===== config.mk =====
export PLATFORM = sky130hd
export DESIGN_NAME = alu_op_sequencer
export DESIGN_NICKNAME = d
export VERILOG_FILES = /design/src/rtl/alu_ctrl_pkg.sv /design/src/rtl/alu_op_encode.sv /design/src/rtl/alu_op_sequencer.sv
export SDC_FILE = /design/constraint.sdc
export NUM_CORES = 1
export LEC_CHECK = 0
export BUFFER_PORTS_ARGS = -buffer_cell sky130_fd_sc_hd__clkbuf_2
export CELL_PAD_IN_SITES_DETAIL_PLACEMENT = 1
export CELL_PAD_IN_SITES_GLOBAL_PLACEMENT = 1
export CORE_AREA = 2 2 60 62
export DETAILED_ROUTE_END_ITERATION = 8
export DIE_AREA = 0 0 62 64
export PLACE_DENSITY_LB_ADDON = 0.1
export RECOVER_POWER = 50
export SLEW_MARGIN = 20
export SYNTH_ARGS = -nofsm -noshare
export SYNTH_HDL_FRONTEND = slang
export SYNTH_SLANG_ARGS = --single-unit

===== constraint.sdc =====
create_clock -name clk -period 2.55 [get_ports clk]
set_input_delay 0.6375 -clock clk [delete_from_list [all_inputs] [get_ports clk]]
set_output_delay 0.6375 -clock clk [all_outputs]
set_load 0.01 [all_outputs]

===== src/rtl/alu_ctrl_pkg.sv =====
// Shared opcode, control-line, flag-index and FSM definitions for the ALU2 control path.
// CTRL_* values are ctrl_o[5:0] (bit i = Ctrl i); opcode table strings read Ctrl0 first.
package alu_ctrl_pkg;

  localparam int unsigned CNT_W   = 4;
  localparam int unsigned FLAGS_W = 4;
  localparam int unsigned CTRL_W  = 6;
  localparam int unsigned OP_W    = 4;

  localparam logic [OP_W-1:0] OP_MOV = 4'h0;
  localparam logic [OP_W-1:0] OP_ADD = 4'h1;
  localparam logic [OP_W-1:0] OP_SUB = 4'h2;
  localparam logic [OP_W-1:0] OP_AND = 4'h3;
  localparam logic [OP_W-1:0] OP_OR  = 4'h4;
  localparam logic [OP_W-1:0] OP_XOR = 4'h5;
  localparam logic [OP_W-1:0] OP_NOT = 4'h6;
  localparam logic [OP_W-1:0] OP_INC = 4'h7;
  localparam logic [OP_W-1:0] OP_DEC = 4'h8;
  localparam logic [OP_W-1:0] OP_SLA = 4'h9;
  localparam logic [OP_W-1:0] OP_SLL = 4'hA;
  localparam logic [OP_W-1:0] OP_ROL = 4'hB;
  localparam logic [OP_W-1:0] OP_SRA = 4'hC;
  localparam logic [OP_W-1:0] OP_SRL = 4'hD;
  localparam logic [OP_W-1:0] OP_ROR = 4'hE;
  localparam logic [OP_W-1:0] OP_ILL = 4'hF;

  localparam logic [CTRL_W-1:0] CTRL_MOV = 6'b000000;
  localparam logic [CTRL_W-1:0] CTRL_ADD = 6'b010010;
  localparam logic [CTRL_W-1:0] CTRL_SUB = 6'b100010;
  localparam logic [CTRL_W-1:0] CTRL_AND = 6'b011000;
  localparam logic [CTRL_W-1:0] CTRL_OR  = 6'b010100;
  localparam logic [CTRL_W-1:0] CTRL_XOR = 6'b011100;
  localparam logic [CTRL_W-1:0] CTRL_NOT = 6'b001100;
  localparam logic [CTRL_W-1:0] CTRL_INC = 6'b110110;
  localparam logic [CTRL_W-1:0] CTRL_DEC = 6'b000110;
  localparam logic [CTRL_W-1:0] CTRL_SLA = 6'b001001;
  localparam logic [CTRL_W-1:0] CTRL_SLL = 6'b000001;
  localparam logic [CTRL_W-1:0] CTRL_ROL = 6'b010001;
  localparam logic [CTRL_W-1:0] CTRL_SRA = 6'b001101;
  localparam logic [CTRL_W-1:0] CTRL_SRL = 6'b000101;
  localparam logic [CTRL_W-1:0] CTRL_ROR = 6'b010101;

  localparam int unsigned FLG_C = 0;
  localparam int unsigned FLG_Z = 1;
  localparam int unsigned FLG_S = 2;
  localparam int unsigned FLG_V = 3;

  localparam logic [FLAGS_W-1:0] MASK_ARITH = 4'b1111;
  localparam logic [FLAGS_W-1:0] MASK_LOGIC = 4'b0110;
  localparam logic [FLAGS_W-1:0] MASK_SHIFT = 4'b0111;

  typedef enum logic [1:0] {
    ST_IDLE  = 2'd0,
    ST_EXEC  = 2'd1,
    ST_SHIFT = 2'd2,
    ST_ERR   = 2'd3
  } state_e;

  // Logic ops force V to zero rather than sampling it from the ALU.
  function automatic logic op_clears_v(input logic [OP_W-1:0] op);
    return (op == OP_AND) || (op == OP_OR) || (op == OP_XOR) || (op == OP_NOT);
  endfunction

endpackage


===== src/rtl/alu_op_encode.sv =====
// Combinational opcode decode: control lines, op class and which flags the ALU result may write.
module alu_op_encode
  import alu_ctrl_pkg::*;
(
  input  logic [3:0] op_i,
  output logic [5:0] ctrl_o,
  output logic       is_shift_o,
  output logic       is_illegal_o,
  output logic [3:0] flag_mask_o
);

  always_comb begin
    ctrl_o       = CTRL_MOV;
    is_shift_o   = 1'b0;
    is_illegal_o = 1'b0;
    flag_mask_o  = '0;
    case (op_i)
      OP_MOV: ctrl_o = CTRL_MOV;
      OP_ADD: begin ctrl_o = CTRL_ADD; flag_mask_o = MASK_ARITH; end
      OP_SUB: begin ctrl_o = CTRL_SUB; flag_mask_o = MASK_ARITH; end
      OP_AND: begin ctrl_o = CTRL_AND; flag_mask_o = MASK_LOGIC; end
      OP_OR:  begin ctrl_o = CTRL_OR;  flag_mask_o = MASK_LOGIC; end
      OP_XOR: begin ctrl_o = CTRL_XOR; flag_mask_o = MASK_LOGIC; end
      OP_NOT: begin ctrl_o = CTRL_NOT; flag_mask_o = MASK_LOGIC; end
      OP_INC: begin ctrl_o = CTRL_INC; flag_mask_o = MASK_ARITH; end
      OP_DEC: begin ctrl_o = CTRL_DEC; flag_mask_o = MASK_ARITH; end
      OP_SLA: begin ctrl_o = CTRL_SLA; flag_mask_o = MASK_SHIFT; is_shift_o = 1'b1; end
      OP_SLL: begin ctrl_o = CTRL_SLL; flag_mask_o = MASK_SHIFT; is_shift_o = 1'b1; end
      OP_ROL: begin ctrl_o = CTRL_ROL; flag_mask_o = MASK_SHIFT; is_shift_o = 1'b1; end
      OP_SRA: begin ctrl_o = CTRL_SRA; flag_mask_o = MASK_SHIFT; is_shift_o = 1'b1; end
      OP_SRL: begin ctrl_o = CTRL_SRL; flag_mask_o = MASK_SHIFT; is_shift_o = 1'b1; end
      OP_ROR: begin ctrl_o = CTRL_ROR; flag_mask_o = MASK_SHIFT; is_shift_o = 1'b1; end
      default: is_illegal_o = 1'b1;
    endcase
  end

endmodule


===== src/rtl/alu_op_sequencer.sv =====
// Accepts ALU requests, drives ALU2 decoder control lines, sequences multi-pass shifts
// and maintains the {V,S,Z,C} flag register.
module alu_op_sequencer
  import alu_ctrl_pkg::*;
(
  input  logic       clk,
  input  logic       rst,
  input  logic       req_valid_i,
  output logic       req_ready_o,
  input  logic [3:0] req_op_i,
  input  logic [3:0] req_cnt_i,
  input  logic       flush_i,
  input  logic [3:0] alu_flags_i,
  input  logic       flag_we_i,
  input  logic [3:0] flag_wd_i,
  output logic [5:0] ctrl_o,
  output logic       c_flag_o,
  output logic       acc_we_o,
  output logic       done_o,
  output logic       err_o,
  output logic [3:0] flags_o
);

  state_e             state_q, state_d;
  logic [OP_W-1:0]    op_q, op_d;
  logic [CNT_W-1:0]   cnt_q, cnt_d;
  logic [FLAGS_W-1:0] flags_q, flags_d;

  logic [OP_W-1:0]    enc_op;
  logic [CTRL_W-1:0]  enc_ctrl;
  logic               enc_shift;
  logic               enc_ill;
  logic [FLAGS_W-1:0] enc_mask;
  logic               accept;
  logic               last_pass;

  // One decoder serves both the incoming request (IDLE) and the latched op (busy).
  assign enc_op = (state_q == ST_IDLE) ? req_op_i : op_q;

  alu_op_encode u_encode (
    .op_i         (enc_op),
    .ctrl_o       (enc_ctrl),
    .is_shift_o   (enc_shift),
    .is_illegal_o (enc_ill),
    .flag_mask_o  (enc_mask)
  );

  assign req_ready_o = (state_q == ST_IDLE) && !rst;
  assign accept      = req_valid_i && req_ready_o;
  assign last_pass   = (cnt_q == CNT_W'(1));
  assign flags_o     = flags_q;
  assign c_flag_o    = flags_q[FLG_C];

  always_ff @(posedge clk) begin
    if (rst) state_q <= ST_IDLE;
    else     state_q <= state_d;
  end

  always_comb begin
    state_d = state_q;
    case (state_q)
      ST_IDLE: begin
        if (accept) begin
          if (enc_ill)        state_d = ST_ERR;
          else if (enc_shift) state_d = ST_SHIFT;
          else                state_d = ST_EXEC;
        end
      end
      ST_EXEC:  state_d = ST_IDLE;
      ST_ERR:   state_d = ST_IDLE;
      ST_SHIFT: if (flush_i || last_pass) state_d = ST_IDLE;
      default:  state_d = ST_IDLE;
    endcase
  end

  // A flush in the completing cycle suppresses done_o/err_o.
  always_comb begin
    ctrl_o   = '0;
    acc_we_o = 1'b0;
    done_o   = 1'b0;
    err_o    = 1'b0;
    if (!rst) begin
      case (state_q)
        ST_EXEC: begin
          ctrl_o   = enc_ctrl;
          acc_we_o = 1'b1;
          done_o   = !flush_i;
        end
        ST_SHIFT: begin
          ctrl_o   = enc_ctrl;
          acc_we_o = 1'b1;
          done_o   = last_pass && !flush_i;
        end
        ST_ERR: begin
          done_o = !flush_i;
          err_o  = !flush_i;
        end
        default: ;
      endcase
    end
  end

  // Op/count latch and flag register update.
  always_comb begin
    op_d    = op_q;
    cnt_d   = cnt_q;
    flags_d = flags_q;
    if (accept) begin
      op_d  = req_op_i;
      cnt_d = (req_cnt_i == '0) ? CNT_W'(1) : req_cnt_i;
    end else if (state_q == ST_SHIFT) begin
      cnt_d = cnt_q - CNT_W'(1);
    end
    if (acc_we_o && !flush_i) begin
      flags_d = (flags_q & ~enc_mask) | (alu_flags_i & enc_mask);
      if (op_clears_v(op_q)) flags_d[FLG_V] = 1'b0;
    end else if ((state_q == ST_IDLE) && flag_we_i && !accept) begin
      flags_d = flag_wd_i;
    end
  end

  always_ff @(posedge clk) begin
    if (rst) begin
      op_q    <= '0;
      cnt_q   <= '0;
      flags_q <= '0;
    end else begin
      op_q    <= op_d;
      cnt_q   <= cnt_d;
      flags_q <= flags_d;
    end
  end

endmodule


-- Word level (Yosys, flattened, before mapping)
Cells that the tools add are included.
- register bits after elaboration: 14
- input bits: 21
- output and inout bits: 15
- word-level logic and storage cells: 81
- $add $sub $neg: 1
- equality and inequality tests: 24
- muxes and demuxes: 23
- bitwise logic cells: 4
- reduce and logical (&&, ||, !) cells: 25
- operators with widths (operator ; number):
    one-hot mux 6 bit (14 select lines) ; 1
    equality test 4 x 3 -> 1 bit (second input constant) ; 7
    equality test 4 bit (second input constant) ; 7
    2-to-1 mux 4 bit ; 6
    OR reduction 15 bit ; 1
    equality test 4 x 2 -> 1 bit (second input constant) ; 3
    2-to-1 mux 6 bit ; 2
    one-hot mux 4 bit (3 select lines) ; 1
    AND 4 bit ; 2
    equality test 4 x 1 -> 1 bit (second input constant) ; 2
    zero test 4 bit ; 2
    2-to-1 mux 2 bit ; 4
    OR reduction 4 bit ; 2
    2-to-1 mux 1 bit ; 7
    logical AND 1 bit ; 6
    one-hot mux 2 bit (3 select lines) ; 1
    OR reduction 6 bit ; 1
    equality test 2 bit (second input constant) ; 2
    logical OR 1 bit ; 4
    inequality test 2 bit (second input constant) ; 2
    NOT 4 bit ; 1
    OR 4 bit ; 1
    nonzero test 2 bit ; 2
    OR reduction 2 bit ; 2
    other kinds (6) ; 8

-- Depth between registers and ports, before layout
Gate-level depths: netlist of run 1.
- depth in word-level cells: 10
- mapped depth: 9
- depth with buffers taken out: 8

-- By module
Synthesis of run 1 repeated with hierarchy kept, for this count alone.
- cells, all modules: 152
- area, all modules: 1216.2 um^2
- by module, submodules not included (module ; times used ; cells an instance ; area each (um^2) ; sequential area each (um^2)):
    alu_op_sequencer ; 1 ; 116 ; 985.9 ; 280.3
    alu_op_encode ; 1 ; 36 ; 230.2 ; 0.0

-- Worst setup path before layout of run 1
Ideal clock, no wire load.
- path type: register to output
- start: reg state_q[0]
- end: out ctrl_o[1]
- data arrival time: 1.898 ns
- data required time: 1.913 ns
- setup slack: 0.014 ns
- stages on the path, launching flop included: 8
- path buffers: 1
- cell sequence: dfxtp_1 > inv_1 > ha_1 > buf_6 > mux2_2 > nor2_2 > nor2_1 > nor4_1
- word-level cells in the longest chain between the ends: 6
- elaborated cells between the ends (all ways): 22
- those cells by class: 16 x eq/ne; 4 x mux; 2 x reduce/logical
- ends and longest elaborated chain (what ; RTL line ; source):
    from (decl) ; alu_op_sequencer.sv:24 ; state_e state_q, state_d;
    from (signal assigned) ; alu_op_sequencer.sv:56 ; else state_q <= state_d;
    zero test 2 bit ; alu_op_sequencer.sv:38 ; assign enc_op = (state_q == ST_IDLE) ? req_op_i : op_q;
    2-to-1 mux 4 bit ; alu_op_sequencer.sv:38 ;
    equality test 4 bit, or another cell as far along ; alu_op_encode.sv:17 ; case (op_i)
    one-hot mux 6 bit (14 select lines) ; alu_op_encode.sv:17 ;
    2-to-1 mux 6 bit (*) ; alu_op_sequencer.sv:83 ; case (state_q)
    2-to-1 mux 6 bit (*) ; alu_op_sequencer.sv:82 ; if (!rst) begin
    to (decl) ; alu_op_sequencer.sv:16 ; output logic [5:0] ctrl_o,
Every way passes the cells marked *; elsewhere a longest branch is shown, timed or not.

-- Final worst setup path of run 1
- start: reg state_q[1]
- end: out ctrl_o[3]
Same word-level chain as after synthesis.

==> results of run 1 <==
power groups by stage:
stage | logic (W) | clock network [W] | registers, W
after floorplan | 0.000606 | 0 | 0.000353
after global routing | 0.00123 | 0.000151 | 0.000368
final | 0.00112 | 0.000134 | 0.000357
after global placement | 0.000865 | 0 | 0.000345
after detailed placement | 0.000889 | 0 | 0.000352
after CTS | 0.00104 | 0.000138 | 0.000353
area by class of cell:
| class | count | area [µm²] | area share |
|---|---|---|---|
| clock buffers | 3 | 22.5 | 0.0141 |
| inverters | 8 | 32.5 | 0.0204 |
| multi-input cells | 115 | 876 | 0.548 |
| flip-flops and latches | 14 | 283 | 0.177 |
| well taps | 46 | 57.6 | 0.0360 |
| repair buffers | 55 | 327 | 0.204 |
worst reg2reg max path, delay by kind of cell, from the launching register on:
kind	cells	cell delay [ps]
AOI/OAI and AO/OA	4	650
adders and majority gates	1	180
muxes	1	220
buffers and inverters	4	510
and+or+nand+nor	1	280
DFF	1	370
timing repair:
action,in CTS,in global routing
hold endpoints to repair,0,0
setup buffers,6,3
setup endpoints to repair,6,6
pin swaps,1,3
resized for setup,18,8
path summary, 6_finish.rpt:
check / start / to / slack, ps / cells after the start
max reg2reg: state_q[1] / flop / 260 / 11
min reg2reg: flop / flop / 470 / 2
max: state_q[1] / ctrl_o[3] / -90 / 8
min: flop / flop / 470 / 2
synth_stat cells, types with 3 or more instances:
cell type,instances
nand2_1,19
a211oi_1,6
inv_1,8
mux2_2,4
nor3_1,5
a31oi_1,3
ha_1,7
nor2_1,8
dfxtp_1,14
nor4_1,3
nand2b_1,9
xnor2_1,3
clkbuf_1,4
o21ai_0,7
mux2i_2,3
a21oi_1,11
metrics by stage:
stage               power [W]   util  std cells
floorplan            0.000960      -        144
global placement      0.00121  0.429        229
detailed placement    0.00124  0.429        229
global route          0.00175  0.486        241
finish                0.00161  0.486        241
CTS                   0.00153  0.474        238
metal layers:
| layer | up-vias | track usage | share of wire |
|---|---|---|---|
| li1 | 622 | - | - |
| met1 | 576 | 0.270 | 0.44 |
| met2 | 31 | 0.318 | 0.49 |
| met3 | 7 | 0.0385 | 0.047 |
| met4 | 0 | 0.0319 | 0.015 |
| met5 | - | 0 | 0 |
logic make-up (layout without fill, tap and decap cells):
| group | Yosys count | count (layout) | share of synthesized area |
|---|---|---|---|
| AND/OR/NAND/NOR | 55 | 55 | 0.256 |
| adder cells (fa/ha/maj) | 7 | 7 | 0.0773 |
| flip-flops | 14 | 14 | 0.247 |
| buffers and inverters | 15 | 66 | 0.0607 |
| multiplexers | 9 | 9 | 0.0938 |
| AO/OA/AOI/OAI | 39 | 39 | 0.226 |
| XOR/XNOR | 5 | 5 | 0.0386 |
==> metrics.md, run 1 <==
| Metric | Value |
|---|---|
| Drt pass-1 iters | `4` |
| Fin. Hold Viols | `0` |
| Synth area leader | `dfxtp_1` |
| Post-DP HPWL | `2.69 mm` |
| Main flop type after synthesis | `dfxtp_1` |
| Share of cells above drive strength 1 | `0.395` |
| Yosys warning total | `0` |
| Pin count of the biggest net entering global routing | `19` |
| Diodes inserted | `0` |
| CTS tree | `yes` |
| Worst hold path type | `reg -> reg` |
| Minimum clock period | `2640 ps` |
| Clock Sinks | `14` |
| Commonest non-fill, non-tap cell in the layout | `clkbuf_2` |
| Antenna violations before repair | `0` |
| Sequential group share of total power | `0.222` |
| Buffers on Ports | `35` |
| Critical path buffers and inverters | `3` |
| Gr usage total | `0.197` |
| Setup TNS | `-91.2 ps` |
| Max stage delay on crit path | `350 ps` |
| IO Count | `36` |
| Cell Chain, Critical Path | `inv_4 -> ha_4 -> buf_6 -> mux2_4 -> nor4_4 -> a21oi_1 -> nor2_1 -> buf_2` |
| Setup CP Type | `reg -> out` |
| Synth top area cells | `dfxtp_1, ha_1, nand2_1, nand2b_1, a21oi_1` |
| GPL Wtd Cong | `0.788` |
| Pint | `0.000879 W` |
| Vias | `1236` |
| Hold_ws | `roughly 470 ps` |
| Max Cap Violations | `0` |
| H-tree depth | `1` |
| Die Area | `between 0.003 and 0.004 mm²` |
| Core Area | `0.00328 mm²` |
| Post-synth EDFFs | `0` |
| CP Capture Type | `output port` |
| Die width | `62 µm` |
| Clk_skew | `between 4 and 5 ps` |
| Total wire length | `3.67 mm` |
| Num CTS Buffers | `3` |
| Clock Latency Late Sink | `between 200 and 300 ps` |
| DP Area | `approximately 0.0014 mm²` |
| Register area share after synthesis | `0.247` |
| CP Max Fanout | `5` |
| Critical path required time | `1910 ps` |
| Initial DRC count | `50` |
| Root Buffer | `clkbuf_4` |
| Row cnt | `21` |
| CP Data Arrival Time | `about 2000 ps` |
| Synth unique cells | `40` |
| Syn Nets | `172` |
| Starting Density | `0.345` |
| Seq cells post-synth | `14` |
| Reg clk slew, reported paths | `90 ps` |
| Antenna Nets Post-Route | `0` |
| Vias per cell | `5.13` |
| Bufs on Longest Clock Path | `2` |
| Slowest CP cell | `dfxtp_2` |
| Top-area cell type share of the netlist area | `0.247` |
| Async set-reset flop share out of synthesis | `0` |
| Wirelength per Cell | `15.2 µm` |
| Number of fill cells in the layout | `413` |
| Worst VDD drop | `roughly 0.44 mV` |
| Slew Limit Headroom | `0.707` |
| Sw power | `0.000729 W` |
| RSZ-0062 raised after global routing | `yes` |
| Hold buffer count at CTS | `0` |
| Achievable clock frequency | `379 MHz` |
| Die Span Y | `around 64 µm` |
| Vias in the first global route | `1238` |
| Post-route setup slack | `-91.2 ps` |
| Clock Power Share | `0.084` |
| Pwr Density | `1010 mW/mm²` |
| Post-Synthesis Cells | `144` |
| Slew Viols, Final | `0` |
| Slew @ Worst Pin | `roughly 440 ps` |
| Crit path launch type | `flop` |
| Area Overhead vs Synth | `40.9%` |
| Fin crit share | `1.04` |
| Congestion Overflow GR | `0` |
| Finished Cell Area | `0.00160 mm²` |
| Most frequent cells in the layout | `clkbuf_2, nand2_1, buf_4, dfxtp_1, a21oi_1` |
| Setup WS pre-CTS | `66.0 ps` |
| LEAKAGE | `around 0.67 nW` |
| First-pass GRT wire length | `~6 mm` |
| Post-Syn Area per Cell | `7.87 µm²` |
| # DRC | `0` |
| Switching share of power | `0.453` |
| Fin nets | `roughly 230` |
| CP delay by family, top | `simple AND/OR/NAND/NOR gates` |
| Gate power share | `0.694` |
| Failing checks | `setup timing` |
| Cell area after synthesis | `roughly 0.0011 mm²` |
| Outcome | `finished with violations` |
| Final setup violation count | `1` |
(Power assumes the default switching activity.)
==> run 2, diff against run 1 <==
--- a/config.mk
+++ b/config.mk
@@ -8,12 +8,13 @@
 export BUFFER_PORTS_ARGS = -buffer_cell sky130_fd_sc_hd__clkbuf_2
 export CELL_PAD_IN_SITES_DETAIL_PLACEMENT = 1
 export CELL_PAD_IN_SITES_GLOBAL_PLACEMENT = 1
-export CORE_AREA = 2 2 60 62
+export CORE_AREA = 2 2 59 61
 export DETAILED_ROUTE_END_ITERATION = 8
-export DIE_AREA = 0 0 62 64
+export DIE_AREA = 0 0 61 63
 export PLACE_DENSITY_LB_ADDON = 0.1
 export RECOVER_POWER = 50
 export SLEW_MARGIN = 20
 export SYNTH_ARGS = -nofsm -noshare
 export SYNTH_HDL_FRONTEND = slang
+export SYNTH_HIERARCHICAL = 1
 export SYNTH_SLANG_ARGS = --single-unit
==> constraint.sdc (replaced) <==
create_clock -name clk -period 3.1 [get_ports clk]
set_input_delay 0.775 -clock clk [delete_from_list [all_inputs] [get_ports clk]]
set_output_delay 0.775 -clock clk [all_outputs]
set_load 0.01 [all_outputs]
==> metrics.md, run 2 <==
| Metric | Value |
|---|---|
| Multi-input gate area | `around 840 µm²` |
| Buffers on Ports | `35` |
| Post-synth EDFFs | `0` |
| Fin crit share | `0.958` |
| Row cnt | `21` |
| Post-Syn Area per Cell | `about 8 µm²` |
| Starting Density | `0.376` |
| Antenna violations before repair | `0` |
| RSZ-0062 raised after global routing | `no` |
| CP Max Fanout | `5` |
| Cell Chain, Critical Path | `inv_2 -> ha_4 -> mux2_4 -> xnor2_1 -> and3b_4 -> or3_1 -> and2_1 -> clkbuf_2` |
| Worst hold path type | `reg -> reg` |
| Vias | `1167` |
| Pwr Density | `465 mW/mm²` |
| Most common cell in the synthesized netlist | `nand2_1` |
| Synth cell count leaders | `nand2_1, dfxtp_1, a21oi_1, inv_1, and2_1` |
| Share of cells above drive strength 1 | `0.306` |
| Outcome | `completed` |
| Diodes inserted | `0` |
| Setup TNS | `0 ps` |
| Die width | `61 µm` |
| CTS tree | `yes` |
| Tot Pwr | `0.000674 W` |
| LEAKAGE | `0.602 nW` |
| # DRC | `0` |
| GRT Max-Usage Layer | `met2` |
| Pin count of the biggest net entering global routing | `19` |
| Root Buffer | `clkbuf_4` |
| Synth Area in Adders | `0.0700` |
| Die Span Y | `63 µm` |
| Bufs on Longest Clock Path | `2` |
| Clk_skew | `0.845 ps` |
| Slew Limit Headroom | `0.710` |
| Reg2Reg Depth | `9` |
| Area Overhead vs Synth | `19.2%` |
| Commonest non-fill, non-tap cell in the layout | `clkbuf_2` |
| Gr usage total | `0.192` |
| Vias in the first global route | `1247` |
| Post-synthesis xor/xnor area fraction | `0.0504` |
| Synth top area cells | `dfxtp_1, ha_1, nand2_1, mux2_2, and2_1` |
| Clock Sinks | `14` |
| Fin nets | `211` |
| CP Capture Type | `output port` |
| Cell area after synthesis | `approximately 0.0012 mm²` |
| Wirelength per Cell | `14.2 µm` |
| M3 GR Usage | `0.0435` |
| Crit path launch type | `flop` |
| Post-DP HPWL | `2.59 mm` |
| Slew @ Worst Pin | `433 ps` |
| Placed insts | `around 230` |
| Main flop type after synthesis | `dfxtp_1` |
| Fin. Hold Viols | `0` |
| Initial DRC count | `40` |
| Final Non-Filler Cells | `229` |
| Core Area | `approximately 0.0032 mm²` |
| Synth area leader | `dfxtp_1` |
| Largest family of logic cells by synthesized area | `simple AND/OR/NAND/NOR gates` |
| Seq cells post-synth | `14` |
| Slowest CP cell | `dfxtp_2` |
| Yosys warning total | `6` |
| Minimum clock period | `between 2000 and 3000 ps` |
| Critical path required time | `about 2300 ps` |
| Post-synthesis mux area share | `0.0463` |
| Post-CTS Setup Bufs | `0` |
| Setup WS pre-CTS | `approximately 190 ps` |
| Register area | `282 µm²` |
| GR met1 Demand/Resource | `0.230` |
| Register area share after synthesis | `0.230` |
| DP Area | `0.00140 mm²` |
| IO Count | `36` |
| Most frequent cells in the layout | `clkbuf_2, nand2_1, dfxtp_1, a21oi_1` |
| Met2 usage | `0.333` |
| Top-area cell type share of the netlist area | `0.230` |
| Syn Nets | `179` |
| Vias per cell | `roughly 5.1` |
| Reg clk slew, reported paths | `90 ps` |
| Setup CP Type | `reg -> out` |
| Max stage delay on crit path | `390 ps` |
| Post-Synthesis Cells | `152` |
| Finished Cell Area | `0.00145 mm²` |
| Final setup violation count | `0` |
| Slew Viols, Final | `0` |
| Hold Crit Depth | `2` |
| First-pass GRT wire length | `between 5 and 6 mm` |
| H-tree depth | `1` |
| Number of fill cells in the layout | `429` |
| Num CTS Buffers | `3` |
| Hold buffer count at CTS | `0` |
| Total wire length | `3.24 mm` |
| Post-Synth Simple-Gate Area | `0.291` |
| CP Data Arrival Time | `2190 ps` |
| Synth Area in Compound Gates | `0.212` |
| Max Cap Violations | `0` |
| Die Area | `between 0.003 and 0.004 mm²` |
| Async set-reset flop share out of synthesis | `0` |
| Synth unique cells | `43` |
| Congestion Overflow GR | `0` |
| Antenna Nets Post-Route | `0` |
| GPL Wtd Cong | `between 0.7 and 0.8` |
| Post-route setup slack | `about 130 ps` |
| Clock Latency Late Sink | `290 ps` |
| Achievable clock frequency | `~340 MHz` |
| Drt pass-1 iters | `4` |
| Worst VDD drop | `0.237 mV` |
==> run 2: cell families (layout without fill, tap and decap cells) <==
family          count (synthesis)  count (layout)
compound gates                 35              35
xor+xnor                        7               7
fa+ha+maj                       7               7
buf+inv                        22              53
flops                          14              14
mux                             5               5
simple gates                   62              62
==> run 2: worst paths after layout <==
path	slack [ps]	start	to
hold / removal	480	flop	flop
setup reg to reg	700	state_q[1]	flags_o[3]
hold reg to reg	480	flop	flop
setup / recovery	130	state_q[1]	ctrl_o[1]
==> run 2: per-layer routing <==
metal	wire [µm]	up-vias
met5	0	-
met3	128	6
met4	51	0
met1	1370	545
met2	1690	27
li1	-	589
==> run 2: where the power goes <==
group,internal [W],switching [W]
clock network,0.0000716,0.0000670
logic,0.000143,0.000169
registers,0.000203,0.0000198
total,0.000418,0.000256
==> run 2: worst max-delay path, delay by kind of cell, from the launching register on <==
kind / cells / cell delay [ps]
buffers and inverters: 2 / 190
flip-flops: 1 / 390
AND/OR/NAND/NOR: 3 / 680
multiplexers: 1 / 310
XOR/XNOR: 1 / 150
adder cells (fa/ha/maj): 1 / 190
==> run 2: repair_timing <==
item,4_1_cts,5_1_grt
resized for setup,5,4
endpoints found under the hold margin,0,0
pin swaps,0,1
setup endpoints to repair,2,2
==> run 2: stage by stage <==
stage | hold WS, ps | util
after floorplan | 447 | -
after global placement | 459 | 0.432
after detailed placement | 467 | 0.432
after CTS | 481 | 0.449
after global routing | 501 | 0.449
final | 475 | 0.449
==> run 2: cell type report <==
| class | count | share of cell area |
|---|---|---|
| Timing Repair Buffer | 39 | 0.135 |
| Clock buffer | 4 | 0.0250 |
| Sequential cell | 14 | 0.194 |
| Inverter | 10 | 0.0259 |
| Multi-Input combinational cell | 116 | 0.581 |
| Tap cell | 46 | 0.0397 |
